==> config.mk <==
export PLATFORM = sky130hd
export DESIGN_NAME = audio_adc_rx
export DESIGN_NICKNAME = d
export VERILOG_FILES = /design/src/rtl/audio_adc_rx.sv
export SDC_FILE = /design/constraint.sdc
export NUM_CORES = 1
export LEC_CHECK = 0
export ABC_AREA = 1
export ABC_CLOCK_PERIOD_IN_PS = 1800
export BUFFER_PORTS_ARGS = -buffer_cell sky130_fd_sc_hd__buf_4
export CORE_MARGIN = 4
export CORE_UTILIZATION = 50
export DETAILED_ROUTE_END_ITERATION = 8
export GPL_TIMING_DRIVEN = 0
export HOLD_SLACK_MARGIN = 0.08
export PLACE_DENSITY = 0.71
export SKIP_CTS_REPAIR_TIMING = 1
export SLEW_MARGIN = 10
export SYNTH_ARGS = -nofsm -noshare
export SYNTH_HDL_FRONTEND = slang
export SYNTH_SLANG_ARGS = --single-unit
==> constraint.sdc <==
create_clock -name CLK -period 1.8 [get_ports CLK]
set_input_delay 0.09 -clock CLK [delete_from_list [all_inputs] [get_ports CLK]]
set_output_delay 0.09 -clock CLK [all_outputs]
set_load 0.02 [all_outputs]
==> src/rtl/audio_adc_rx.sv <==
// rtl/audio_adc_rx.sv - codec ADC serial receiver producing left/right sample pairs
module audio_adc_rx #(
   parameter int DATA_WIDTH = 16,
   parameter bit I2S_MODE   = 1'b1
) (
   input  logic                  CLK,
   input  logic                  RST,
   input  logic                  AUD_BCLK,
   input  logic                  AUD_ADCLRCK,
   input  logic                  AUD_ADCDAT,
   output logic [DATA_WIDTH-1:0] LEFT,
   output logic [DATA_WIDTH-1:0] RIGHT,
   output logic                  VALID,
   input  logic                  READY,
   output logic                  OVERRUN,
   input  logic                  CLR_OVR
);

   localparam int CW = $clog2(DATA_WIDTH + 1);
   localparam logic [CW-1:0] CNT_FULL = CW'(DATA_WIDTH);
   localparam logic [CW-1:0] CNT_ONE  = CW'(1);

   // A channel is either being shifted in, or already complete and waiting
   // for the next frame edge. In I2S mode the edge bit itself is the one-bit
   // delay slot, so shifting starts with the following BCLK.
   typedef enum logic [1:0] {
      ST_IDLE  = 2'd0,
      ST_SHIFT = 2'd1,
      ST_WAIT  = 2'd2
   } state_t;

   logic [2:0]            bclk_sync_q, bclk_sync_d;
   logic [1:0]            lrck_sync_q, lrck_sync_d;
   logic [1:0]            dat_sync_q, dat_sync_d;
   logic                  lr_prev_q, lr_prev_d;
   state_t                state_q, state_d;
   logic [DATA_WIDTH-1:0] shreg_q, shreg_d;
   logic [CW-1:0]         cnt_q, cnt_d;
   logic [DATA_WIDTH-1:0] word_q, word_d;
   logic                  word_vld_q, word_vld_d;
   logic                  word_right_q, word_right_d;
   logic [DATA_WIDTH-1:0] lbuf_q, lbuf_d;
   logic                  left_ok_q, left_ok_d;
   logic [DATA_WIDTH-1:0] left_q, left_d;
   logic [DATA_WIDTH-1:0] right_q, right_d;
   logic                  valid_q, valid_d;
   logic                  ovr_q, ovr_d;

   logic bclk_rise, lr_smp, dat_smp, lr_edge;
   logic start_chan, pair_load, pair_drop;

   // synchronizer chains, BCLK rising-edge strobe and frame-edge detection
   always_comb begin
      bclk_sync_d = {bclk_sync_q[1:0], AUD_BCLK};
      lrck_sync_d = {lrck_sync_q[0], AUD_ADCLRCK};
      dat_sync_d  = {dat_sync_q[0], AUD_ADCDAT};
      bclk_rise   = bclk_sync_q[1] & ~bclk_sync_q[2];
      lr_smp      = lrck_sync_q[1];
      dat_smp     = dat_sync_q[1];
      lr_edge     = bclk_rise && (lr_smp != lr_prev_q);
      lr_prev_d   = bclk_rise ? lr_smp : lr_prev_q;
   end

   // channel FSM: shifts bits in and emits one finished word per channel
   always_comb begin
      state_d      = state_q;
      shreg_d      = shreg_q;
      cnt_d        = cnt_q;
      word_d       = word_q;
      word_vld_d   = 1'b0;
      word_right_d = word_right_q;
      start_chan   = 1'b0;
      case (state_q)
         ST_IDLE: begin
            // a pair must begin with a left channel
            if (lr_edge && !lr_smp) start_chan = 1'b1;
         end
         ST_SHIFT: begin
            if (lr_edge) begin
               // short word: left-align what arrived, missing LSBs read as zero
               if (cnt_q != '0) begin
                  word_vld_d   = 1'b1;
                  word_d       = shreg_q << (CNT_FULL - cnt_q);
                  word_right_d = lr_prev_q;
               end
               start_chan = 1'b1;
            end else if (bclk_rise) begin
               shreg_d = (shreg_q << 1) | DATA_WIDTH'(dat_smp);
               cnt_d   = cnt_q + CNT_ONE;
               if (cnt_q == CNT_FULL - CNT_ONE) begin
                  word_vld_d   = 1'b1;
                  word_d       = shreg_d;
                  word_right_d = lr_prev_q;
                  state_d      = ST_WAIT;
               end
            end
         end
         ST_WAIT: begin
            if (lr_edge) start_chan = 1'b1;
         end
         default: state_d = ST_IDLE;
      endcase
      if (start_chan) begin
         state_d = ST_SHIFT;
         if (I2S_MODE) begin
            shreg_d = '0;
            cnt_d   = '0;
         end else begin
            shreg_d = DATA_WIDTH'(dat_smp);
            cnt_d   = CNT_ONE;
         end
      end
   end

   // word commit, pair register, handshake and sticky overrun
   always_comb begin
      lbuf_d    = lbuf_q;
      left_ok_d = left_ok_q;
      left_d    = left_q;
      right_d   = right_q;
      valid_d   = valid_q;
      ovr_d     = ovr_q;
      pair_load = 1'b0;
      if (word_vld_q) begin
         if (!word_right_q) begin
            lbuf_d    = word_q;
            left_ok_d = 1'b1;
         end else if (left_ok_q) begin
            pair_load = 1'b1;
            left_ok_d = 1'b0;
         end
      end
      pair_drop = pair_load && valid_q && !READY;
      if (valid_q && READY) valid_d = 1'b0;
      if (pair_load && !pair_drop) begin
         left_d  = lbuf_q;
         right_d = word_q;
         valid_d = 1'b1;
      end
      if (CLR_OVR) ovr_d = 1'b0;
      if (pair_drop) ovr_d = 1'b1;
   end

   // state register bank with synchronous active-low reset
   always_ff @(posedge CLK) begin
      if (!RST) begin
         bclk_sync_q  <= '0;
         lrck_sync_q  <= '0;
         dat_sync_q   <= '0;
         lr_prev_q    <= 1'b0;
         state_q      <= ST_IDLE;
         shreg_q      <= '0;
         cnt_q        <= '0;
         word_q       <= '0;
         word_vld_q   <= 1'b0;
         word_right_q <= 1'b0;
         lbuf_q       <= '0;
         left_ok_q    <= 1'b0;
         left_q       <= '0;
         right_q      <= '0;
         valid_q      <= 1'b0;
         ovr_q        <= 1'b0;
      end else begin
         bclk_sync_q  <= bclk_sync_d;
         lrck_sync_q  <= lrck_sync_d;
         dat_sync_q   <= dat_sync_d;
         lr_prev_q    <= lr_prev_d;
         state_q      <= state_d;
         shreg_q      <= shreg_d;
         cnt_q        <= cnt_d;
         word_q       <= word_d;
         word_vld_q   <= word_vld_d;
         word_right_q <= word_right_d;
         lbuf_q       <= lbuf_d;
         left_ok_q    <= left_ok_d;
         left_q       <= left_d;
         right_q      <= right_d;
         valid_q      <= valid_d;
         ovr_q        <= ovr_d;
      end
   end

   assign LEFT    = left_q;
   assign RIGHT   = right_q;
   assign VALID   = valid_q;
   assign OVERRUN = ovr_q;

endmodule

==> impl_metrics.prom <==
# TYPE chip_impl_metric gauge
chip_impl_metric{name="setup_viol",unit=""} 17
chip_impl_metric{name="fp.dieW",unit="um"} 104.6
chip_impl_metric{name="finalCoreUtilization",unit="%"} 63.83
chip_impl_metric{name="clock_insertion_delay_worst_skew",unit="ps"} 370
chip_impl_metric{name="final.hold.worst_slack",unit="ps"} 105.0
chip_impl_metric{name="synth.distinct_cells",unit=""} 30
chip_impl_metric{name="area_growth_syn_to_layout",unit="%"} 21.64
chip_impl_metric{name="finalWeightedCongestion",unit=""} 0.9223
chip_impl_metric{name="clockPowerShare",unit="%"} 36.9
chip_impl_metric{name="globalRouteTotalUtil",unit="%"} 21.62
chip_impl_metric{name="total_power",unit="uW"} 3735
chip_impl_metric{name="cts.clk_slew.worst_paths",unit="ps"} 100
chip_impl_metric{name="finalCritPeriodShare",unit="%"} 103.9
chip_impl_metric{name="drt-pass1-iter-count",unit=""} 6
chip_impl_metric{name="pin_count_of_the_biggest_net_entering_global_routing",unit=""} 19
chip_impl_info{name="layout_common_cells",value="139 x nand2_1, 113 x nor2_1, 97 x dfxtp_1"} 1
chip_impl_metric{name="cts.sinks",unit=""} 100
chip_impl_metric{name="core_area",unit="mm^2"} 0.008891
chip_impl_metric{name="detail_route.vias_per_cell",unit=""} 5.473
chip_impl_metric{name="htree_levels",unit=""} 3
chip_impl_metric{name="switching_pwr",unit="uW"} 938.8
chip_impl_metric{name="drt_iter0_markers",unit=""} 357
chip_impl_metric{name="syn-num-nets",unit=""} 688
chip_impl_metric{name="grt_first_pass_wirelength",unit="mm"} 19.70
chip_impl_metric{name="peak_fanout_along_the_critical_path",unit=""} 6
chip_impl_metric{name="antenna_diode_count",unit=""} 0
chip_impl_metric{name="drt_wl_total",unit="mm"} 12.29
chip_impl_metric{name="pin_count",unit=""} 41
chip_impl_metric{name="internal_power",unit="uW"} 2797
chip_impl_metric{name="relSlewSlack",unit="%"} 63.75
chip_impl_metric{name="fin_nets",unit=""} 754
chip_impl_metric{name="synth_warnings",unit=""} 0
chip_impl_metric{name="final-hold-violation-count",unit=""} 0
chip_impl_info{name="category_of_the_critical_setup_timing_path",value="reg -> reg"} 1
chip_impl_metric{name="worst_clock_skew",unit="ps"} 9.782
chip_impl_metric{name="irDropWorstVdd",unit="mV"} 0.4948
chip_impl_metric{name="critical_path_arrival",unit="ps"} 2140
chip_impl_info{name="tritoncts",value="done"} 1
chip_impl_metric{name="detailed_route_wirelength_on_metal3",unit="um"} 720
chip_impl_metric{name="maxCapViolations",unit=""} 0
chip_impl_metric{name="placement_rows",unit=""} 34
chip_impl_metric{name="detailed_place_hpwl",unit="mm"} 8.764
chip_impl_metric{name="antenna_left",unit=""} 0
chip_impl_info{name="netlist.top_cell.by_area",value="dfxtp_1"} 1
chip_impl_metric{name="crit_required",unit="ps"} 2070
chip_impl_info{name="mostFrequentLayoutCell",value="nand2_1"} 1
chip_impl_metric{name="cts_made_buffers",unit=""} 9
chip_impl_metric{name="period_minus_slack",unit="ps"} 1870
chip_impl_info{name="run_status",value="complete, but fails checks"} 1
chip_impl_metric{name="static-leakage-power",unit="uW"} 0.002563
chip_impl_metric{name="wl_met2",unit="mm"} 5.753
chip_impl_metric{name="report.final.slew_viol_count",unit=""} 0
chip_impl_info{name="highest-signal-layer",value="met4"} 1
chip_impl_metric{name="cts_max_path_buffers",unit=""} 2
chip_impl_info{name="violations",value="setup timing"} 1
chip_impl_info{name="unrepaired_setup_endpoints_after_global_routing",value="yes"} 1
chip_impl_metric{name="via_count_of_the_first_global_routing_pass",unit=""} 4126
chip_impl_metric{name="vias",unit=""} 4663
chip_impl_metric{name="synthesis.area",unit="mm^2"} 0.004666
chip_impl_metric{name="synth.ff_latch_count",unit=""} 100
chip_impl_info{name="crit_path_start_kind",value="flip-flop"} 1
chip_impl_info{name="hold_path.class",value="in -> reg"} 1
chip_impl_metric{name="power.switching_fraction",unit="%"} 25.13
chip_impl_metric{name="final_setup_tns",unit="ps"} -857.8
chip_impl_metric{name="ys_seq_area_share",unit="%"} 42.91
chip_impl_metric{name="grt_antenna_before_repair",unit=""} 0
chip_impl_metric{name="synth.avg_cell_area",unit="um^2"} 6.933
chip_impl_info{name="ctsRootBufferMaster",value="clkbuf_8"} 1
chip_impl_metric{name="dieHeight",unit="um"} 104.6
chip_impl_metric{name="worst_slew_pin_slew",unit="ps"} 543.8
chip_impl_metric{name="wire_per_inst",unit="um"} 14.42
chip_impl_metric{name="placement.setup.worst_slack",unit="ps"} -239.0
chip_impl_info{name="end_kind",value="flip-flop"} 1
chip_impl_metric{name="die_area",unit="mm^2"} 0.01094
chip_impl_metric{name="max_freq",unit="GHz"} 0.5348
chip_impl_metric{name="power.density",unit="mW/mm^2"} 658.2
chip_impl_metric{name="syn-instance-count",unit=""} 673
chip_impl_metric{name="buffer_ports.inserted",unit=""} 40
chip_impl_metric{name="start_util",unit="%"} 52.48
chip_impl_metric{name="drcViolationCount",unit=""} 0
chip_impl_info{name="synth_top_cells_by_area",value="dfxtp_1 43%, nand2_1 12%, nor2_1 9.9%"} 1
chip_impl_metric{name="post_synth_top_area_share",unit="%"} 42.91
chip_impl_metric{name="m1WireLength",unit="mm"} 5.657
chip_impl_metric{name="drive_above_1_share",unit="%"} 20.03
chip_impl_metric{name="postLayoutSetupSlackWorst",unit="ps"} -69.93
chip_impl_metric{name="combinationalPowerShare",unit="%"} 3.6
chip_impl_metric{name="global_route.overflow_total",unit=""} 0
chip_impl_metric{name="seq_power_share",unit="%"} 59.5
[area by class of cell]
cell class / instances / area, um^2
fill: 822 / 3216
clock inverter: 6 / 57.56
clock buffer: 10 / 127.6
timing repair inverter: 1 / 8.758
sequential: 100 / 2006
timing repair buffer: 54 / 451.7
inverter: 54 / 226.5
tap: 108 / 135.1
buffer: 37 / 237.7
multi-input combinational: 482 / 2425
[registers in the layout, indices dropped and copies added (netlist names)]
signal	count
word_right_q	1
word_q	16
shreg_q	16
lr_prev_q	1
cnt_q	5
LEFT	16
OVERRUN	1
dat_sync_q	2
state_q	2
RIGHT	16
VALID	1
word_vld_q	1
lrck_sync_q	2
bclk_sync_q	3
left_ok_q	1
lbuf_q	16
[final timing paths]
| path | cells after the start | startpoint | end | slack [ps] |
|---|---|---|---|---|
| hold reg to reg | 2 | lrck_sync_q[0] | lrck_sync_q[1] | 420 |
| hold / removal | 5 | RST | word_q[8] | 110 |
| setup reg to reg | 15 | cnt_q[0] | word_q[1] | -70 |
| setup / recovery | 15 | cnt_q[0] | word_q[1] | -70 |
[routing by layer]
layer  vias to the layer above  track usage [%]
li1                       2309                -
met1                      2168            29.04
met2                       170            36.12
met3                        16            4.377
met4                         0            4.873
met5                         -                0
[power groups by stage]
stage / clock network, uW / logic, uW / registers [uW]
2_1_floorplan: 0 / 80.2 / 2270
3_3_place_gp: 0 / 117 / 2280
3_5_place_dp: 0 / 121 / 2280
4_1_cts: 1410 / 121 / 2220
5_1_grt: 1500 / 148 / 2230
6_report: 1380 / 134 / 2220
[synth_stat cells]
master,instances
nand2_1,144
nor2_1,123
dfxtp_1,100
nand3_1,56
o21ai_0,56
a21oi_1,47
inv_1,45
nand4_1,21
buf_2,15
clkbuf_1,14
ha_1,8
nand2_2,6
buf_6,5
inv_2,5
o21ai_1,5
buf_4,3
nand2_4,3
nor3_1,3
a21oi_2,2
nand3_2,2
buf_8,1
clkinv_1,1
clkinv_2,1
inv_4,1
inv_6,1
nor2_2,1
nor2_4,1
nor2_8,1
or2_2,1
xor2_1,1
[worst max-delay path: stages, from the launching register on]
cell and delay (ps):
dfxtp_2 340, buf_6 120, inv_4 50, buf_6 100, ha_4 140, nand2_4 60, nor2_4 120, ha_4 140
inv_2 30, nand3_2 80, nand2_4 70, nand2_8 120, clkinv_8 80, clkbuf_16 160, o21ai_1 110, nor2_1 50
[metrics by stage]
stage | area, um^2 | std cells
2_1_floorplan | 4687 | 673
5_1_grt | 5675 | 852
3_3_place_gp | 5122 | 821
3_5_place_dp | 5122 | 821
4_1_cts | 5308 | 837
6_report | 5675 | 852
[kinds of logic (layout without fill, tap and decap cells)]
logic type	after synthesis	in the layout	synth area share, %
AND/OR/NAND/NOR	362	363	33.52
XOR/XNOR	1	1	0.1878
flip-flops	100	100	42.91
AO/OA/AOI/OAI	110	110	11.96
buffers and inverters	92	162	9.278
adder cells (fa/ha/maj)	8	8	2.145
(Power assumes the default switching activity.)
